==> src/rtl/dmem_arbiter.sv <==
// dmem_arbiter: shares one single-port data memory between port 0 (CPU) and port 1 (DMA).
// Each granted access takes two cycles: ACCESS (strobe, gnt) then RESP (rvalid on reads).
// Ports: clk, rst (sync, active-high); reqN/weN/addrN/wdataN in; gntN/rvalidN/rdataN out;
//   mem_addr/mem_wdata/mem_read/mem_write to the memory; mem_rdata (combinational) back.
// Build option DMEM_ARB_RR_EN: round-robin ties plus MAX_HOLD burst limit; when undefined,
//   fixed priority (port 0 wins ties) and MAX_HOLD has no effect.
module dmem_arbiter #(
    parameter int ADDR_W   = 16,
    parameter int DATA_W   = 16,
    parameter int MAX_HOLD = 4
) (
    input  logic              clk,
    input  logic              rst,
    input  logic              req0,
    input  logic              req1,
    input  logic              we0,
    input  logic              we1,
    input  logic [ADDR_W-1:0] addr0,
    input  logic [ADDR_W-1:0] addr1,
    input  logic [DATA_W-1:0] wdata0,
    input  logic [DATA_W-1:0] wdata1,
    output logic              gnt0,
    output logic              gnt1,
    output logic              rvalid0,
    output logic              rvalid1,
    output logic [DATA_W-1:0] rdata0,
    output logic [DATA_W-1:0] rdata1,
    output logic [ADDR_W-1:0] mem_addr,
    output logic [DATA_W-1:0] mem_wdata,
    output logic              mem_read,
    output logic              mem_write,
    input  logic [DATA_W-1:0] mem_rdata
);

    typedef enum logic [1:0] {
        IDLE,
        ACCESS,
        RESP
    } state_t;

    state_t            state;
    logic              owner;
    logic              we_q;
    logic [ADDR_W-1:0] addr_q;
    logic [DATA_W-1:0] wdata_q;
    logic              any_req;
    logic              win;

    assign any_req = req0 | req1;

    // Legal MAX_HOLD range is 1-15; an out-of-range value elaborates this marker block.
    if (MAX_HOLD < 1 || MAX_HOLD > 15) begin : g_bad_max_hold
    end

`ifdef DMEM_ARB_RR_EN
    localparam logic [3:0] HOLD_LIM = 4'(MAX_HOLD - 1);

    logic [3:0] hold_cnt;
    logic [3:0] hold_nxt;
    logic       own_req;
    logic       oth_req;

    assign own_req = owner ? req1 : req0;
    assign oth_req = owner ? req0 : req1;

    // From RESP the current owner may keep the memory for back-to-back
    // accesses, but only MAX_HOLD in a row while the other port waits.
    always_comb begin
        win      = owner;
        hold_nxt = 4'd0;
        if (state == RESP) begin
            if (own_req && (!oth_req || hold_cnt < HOLD_LIM)) begin
                win      = owner;
                hold_nxt = (hold_cnt == 4'hF) ? hold_cnt : hold_cnt + 4'd1;
            end else begin
                win = ~owner;
            end
        end else if (req0 && req1) begin
            win = ~owner;
        end else begin
            win = req1;
        end
    end
`else
    assign win = ~req0;
`endif

    always_ff @(posedge clk) begin
        if (rst) begin
            state   <= IDLE;
            owner   <= 1'b1;
            we_q    <= 1'b0;
            addr_q  <= '0;
            wdata_q <= '0;
            gnt0    <= 1'b0;
            gnt1    <= 1'b0;
            rvalid0 <= 1'b0;
            rvalid1 <= 1'b0;
            rdata0  <= '0;
            rdata1  <= '0;
`ifdef DMEM_ARB_RR_EN
            hold_cnt <= 4'd0;
`endif
        end else begin
            gnt0    <= 1'b0;
            gnt1    <= 1'b0;
            rvalid0 <= 1'b0;
            rvalid1 <= 1'b0;
            unique case (state)
                IDLE, RESP: begin
                    if (any_req) begin
                        state   <= ACCESS;
                        owner   <= win;
                        we_q    <= win ? we1 : we0;
                        addr_q  <= win ? addr1 : addr0;
                        wdata_q <= win ? wdata1 : wdata0;
                        gnt0    <= ~win;
                        gnt1    <= win;
`ifdef DMEM_ARB_RR_EN
                        hold_cnt <= hold_nxt;
`endif
                    end else begin
                        state <= IDLE;
                    end
                end
                ACCESS: begin
                    state <= RESP;
                    if (!we_q) begin
                        if (owner) begin
                            rdata1  <= mem_rdata;
                            rvalid1 <= 1'b1;
                        end else begin
                            rdata0  <= mem_rdata;
                            rvalid0 <= 1'b1;
                        end
                    end
                end
                default: state <= IDLE;
            endcase
        end
    end

    // Address/data registers only load on arbitration, so they hold their
    // last values outside ACCESS. Strobes drop immediately on reset so an
    // in-flight write never lands.
    assign mem_addr  = addr_q;
    assign mem_wdata = wdata_q;
    assign mem_read  = (state == ACCESS) & ~we_q & ~rst;
    assign mem_write = (state == ACCESS) & we_q & ~rst;

endmodule

==> config.mk <==
export PLATFORM = sky130hd
export DESIGN_NAME = dmem_arbiter
export DESIGN_NICKNAME = d
export VERILOG_FILES = /design/src/rtl/dmem_arbiter.sv
export SDC_FILE = /design/constraint.sdc
export NUM_CORES = 1
export LEC_CHECK = 0
export CAP_MARGIN = 10
export CORE_ASPECT_RATIO = 0.8
export CORE_MARGIN = 2
export CORE_UTILIZATION = 37
export DETAILED_ROUTE_END_ITERATION = 10
export PLACE_DENSITY = 0.85
export SLEW_MARGIN = 5
export SYNTH_ARGS = -nofsm -noshare
export SYNTH_HDL_FRONTEND = slang
export SYNTH_SLANG_ARGS = --single-unit
export TNS_END_PERCENT = 20
==> constraint.sdc <==
create_clock -name clk -period 1.4 [get_ports clk]
set_clock_uncertainty 0.15 [all_clocks]
set_input_delay 0.14 -clock clk [delete_from_list [all_inputs] [get_ports clk]]
set_output_delay 0.14 -clock clk [all_outputs]
set_load 0.1 [all_outputs]
==> results <==
- The flow ran to the end, but the final reports show violations.
- The final reports fail on setup timing.
- Summed over all layers, the global routing overflow is 0.
- The async set-reset flop share out of synthesis is 0.
- The mapped cell area is 3190 µm².
- The die outline area is around 9400 µm².
- The synthesis-stage register bit count is 72.
- For this run, the register share of the synthesized area comes to 0.452.
- Measured against its own limit, the worst slew margin works out to 0.630.
- The final hold violation count was 0.
- The portion of the clock cycle consumed by the worst path in the final layout is 1.25.
- The sequential cells in the finished layout cover a total of between 1000 and 1500 µm².
- Timing would allow up to about 0.57 GHz.
- The reported max-cap violation count is 0.
- Yosys printed 0 warnings.
- Across every metal layer, demand over resource in global routing totals 0.204.
- The number of global-route vias before repair is 3096.
- The top cell types in the final layout, fill and taps aside, are sky130_fd_sc_hd__clkdlybuf4s50_1 (82), sky130_fd_sc_hd__nand2b_1 (80), sky130_fd_sc_hd__buf_12 (75), sky130_fd_sc_hd__dfxtp_1 (68), sky130_fd_sc_hd__mux2i_1 (65).
- Clock-pin slew was measured on the worst setup and hold paths at 90 ps.
- The final antenna diode count is 0.
- Of the cells placed in the final design, the portion with a size suffix greater than 1 is 0.271.
- The count of pins on the block boundary is between 150 and 200.
- The first global-routing pass estimated 15000 µm of wire.
- The routed design could run at a clock period as short as 1760 ps.
- The number of synthesized flops with an enable pin is 0.
- The initial antenna violation count is 0.
- Synthesis produced roughly 300 cells.
- Setup repair after global routing could not meet its margin everywhere.
- The die is 87.1 µm tall.
- The die is around 110 µm wide.
- The slew at the pin closest to its max-slew limit is 553 ps.
- After detailed routing, the number of remaining DRC violations is 0.
- The count of placed standard cells including taps is 554.
- The count of endpoints failing setup in the final report is 6.
- The total negative slack is -708 ps.
- Ranked by total cell area, the synthesized netlist is headed by sky130_fd_sc_hd__dfxtp_1 (45%), sky130_fd_sc_hd__mux2i_1 (20%), sky130_fd_sc_hd__nand2b_1 (16%), sky130_fd_sc_hd__o32ai_1 (9.1%), sky130_fd_sc_hd__buf_2 (1.7%).
- The category of the worst setup path launch point is a register.
- The layout has 609 filler cells.
- The detail-routed net length per standard cell is 17.2 µm.
- The number of clock sinks is 72.
- After layout, the worst setup slack is -357 ps.
- The non-filler instance count after layout is 574.
- The iteration-0 DRC count of the detailed router is 79.
- Counting distinct cell types in the post-synthesis netlist gives 23.
- The share of the core filled with cells is 0.707.
- Summing all multi-input logic gate instances after layout gives approximately 1700 µm².
- STA classifies the critical path endpoint as a primary output.
- The required arrival time at the worst endpoint is about 1100 ps.
- The clock tree from TritonCTS is done.
- Setup slack on the worst reg-to-reg path comes out at -20 ps.
- The biggest fanout along the worst timing path is 6.
- For this configuration, the core starts out at a cell density of 0.378.
- The area growth from synthesis to layout is 87.0%.
- Power spread over the standard cell area amounts to 1040 nW/µm².
- The synthesized area per cell is about 11 µm².
- Once detailed placement completed, the half-perimeter wirelength came to 7210 µm.
- The most frequent standard cell in the layout excluding fill and tap cells is sky130_fd_sc_hd__clkdlybuf4s50_1.
- The data arrival time of the critical path is around 1500 ps.
- The pin count of the biggest net entering global routing is 46.
- The vias after detailed routing is 2914.
- The buffer levels on the longest clock path is 2.
- The leakage power is roughly 2.3 nW.
- The count of antenna-violating nets left after detailed routing is 0.
- The length of the first detailed-routing pass in iterations is 4.
- The clock network latency to the later pin of the worst-skew pair is ~350 ps.
- The routed wire length is roughly 10000 µm.
- Among all flip-flop cells after synthesis, the most frequent one is sky130_fd_sc_hd__dfxtp_1.
- The number of vias per cell after detailed routing is 5.08.
- The placer congestion estimate is 0.743.
- The net count after synthesis is around 390.
- The top cell type's share of synthesized area is 0.452.
- The CTS H-tree depth is 3.
- The max-slew violation total from the final report is 0.
- The critical path class is reg2out.
- The worst hold path belongs to the class in2reg.
- The design draws 6.24 mW.
- The final layout contains 543 nets.
- The tree is rooted in a sky130_fd_sc_hd__clkbuf_8.
- After floorplanning, the core was divided into 30 placement rows.
- The clock buffer count from CTS is 9.
- Port buffering added roughly 160 buffers.
- Across the VDD grid, the largest voltage drop is 0.000678 V.
- The most area-hungry cell type in the Yosys netlist is sky130_fd_sc_hd__dfxtp_1.
- In this run the standard cell core region covers 8450 µm².
==> cell type report <==
type / count / area share
timing repair buffer: 175 / 0.417
clock buffer: 9 / 0.0208
tap: 112 / 0.0235
multi-input combinational: 199 / 0.283
sequential: 72 / 0.243
clock inverter: 7 / 0.0132
==> registers in the layout, indices dropped and copies added, names as in the netlist, 2 cells and up <==
| register | cells |
|---|---|
| rdata0 | 16 |
| mem_addr | 16 |
| state | 2 |
| rdata1 | 16 |
| mem_wdata | 16 |
==> per-stage QoR <==
stage | area (µm²) | hold WS, ps | worst slack, ps
2_1_floorplan | 3240 | 166 | -558
3_3_place_gp | 5640 | 347 | -622
3_5_place_dp | 5640 | 351 | -787
4_1_cts | 5860 | 35.9 | -390
5_1_grt | 5970 | 58.2 | -424
6_report | 5970 | 65.1 | -357
==> synth_stat cells, drive strengths merged, types with 2 or more instances <==
cell type / number
nand2b: 80
dfxtp: 72
mux2i: 65
o32ai: 33
buf: 16
clkbuf: 13
nor2: 4
nor3b: 2
nor4b: 2
or2b: 2
==> routing by layer <==
layer,wire length [µm],vias to the layer above,global-route usage
met2,5110,98,0.370
met4,175,0,0.0804
met5,0,-,0
met3,607,18,0.0576
li1,-,1384,-
met1,4000,1414,0.226
==> power by group <==
group	switching, mW	leakage, nW	internal [mW]
combinational	1.29	1.67	0.957
sequential	0.145	0.591	2.18
clock	0.827	0.0925	0.837
==> kinds of logic (layout without fill, tap and decap cells) <==
group / Yosys count / after routing / synth area share
and+or+nand+nor: 97 / 98 / 0.199
DFF: 72 / 72 / 0.452
muxes: 65 / 65 / 0.204
AOI/OAI and AO/OA: 36 / 36 / 0.0976
buffers and inverters: 29 / 191 / 0.0478
==> path summary, 6_finish.rpt <==
path | endpoint | cells after the start | from
min reg2reg | rdata0[9] | 2 | rdata0[9]
min | rvalid1 | 3 | rst
max | mem_write | 3 | state[0]
max reg2reg | rdata0[12] | 4 | we_q
==> worst max-delay path, cell delays in order (launching register included) <==
cell	delay, ps
sky130_fd_sc_hd__dfxtp_4	370
sky130_fd_sc_hd__or2b_1	280
sky130_fd_sc_hd__nor3b_4	260
sky130_fd_sc_hd__buf_12	210
==> timing repair <==
action	4_1_cts	5_1_grt
resized for setup	6	11
pin swaps	0	3
gates cloned	0	2
setup endpoints to repair	51	51
setup buffers	0	2
hold buffers	0	0
Power figures use the tool's default switching activity.
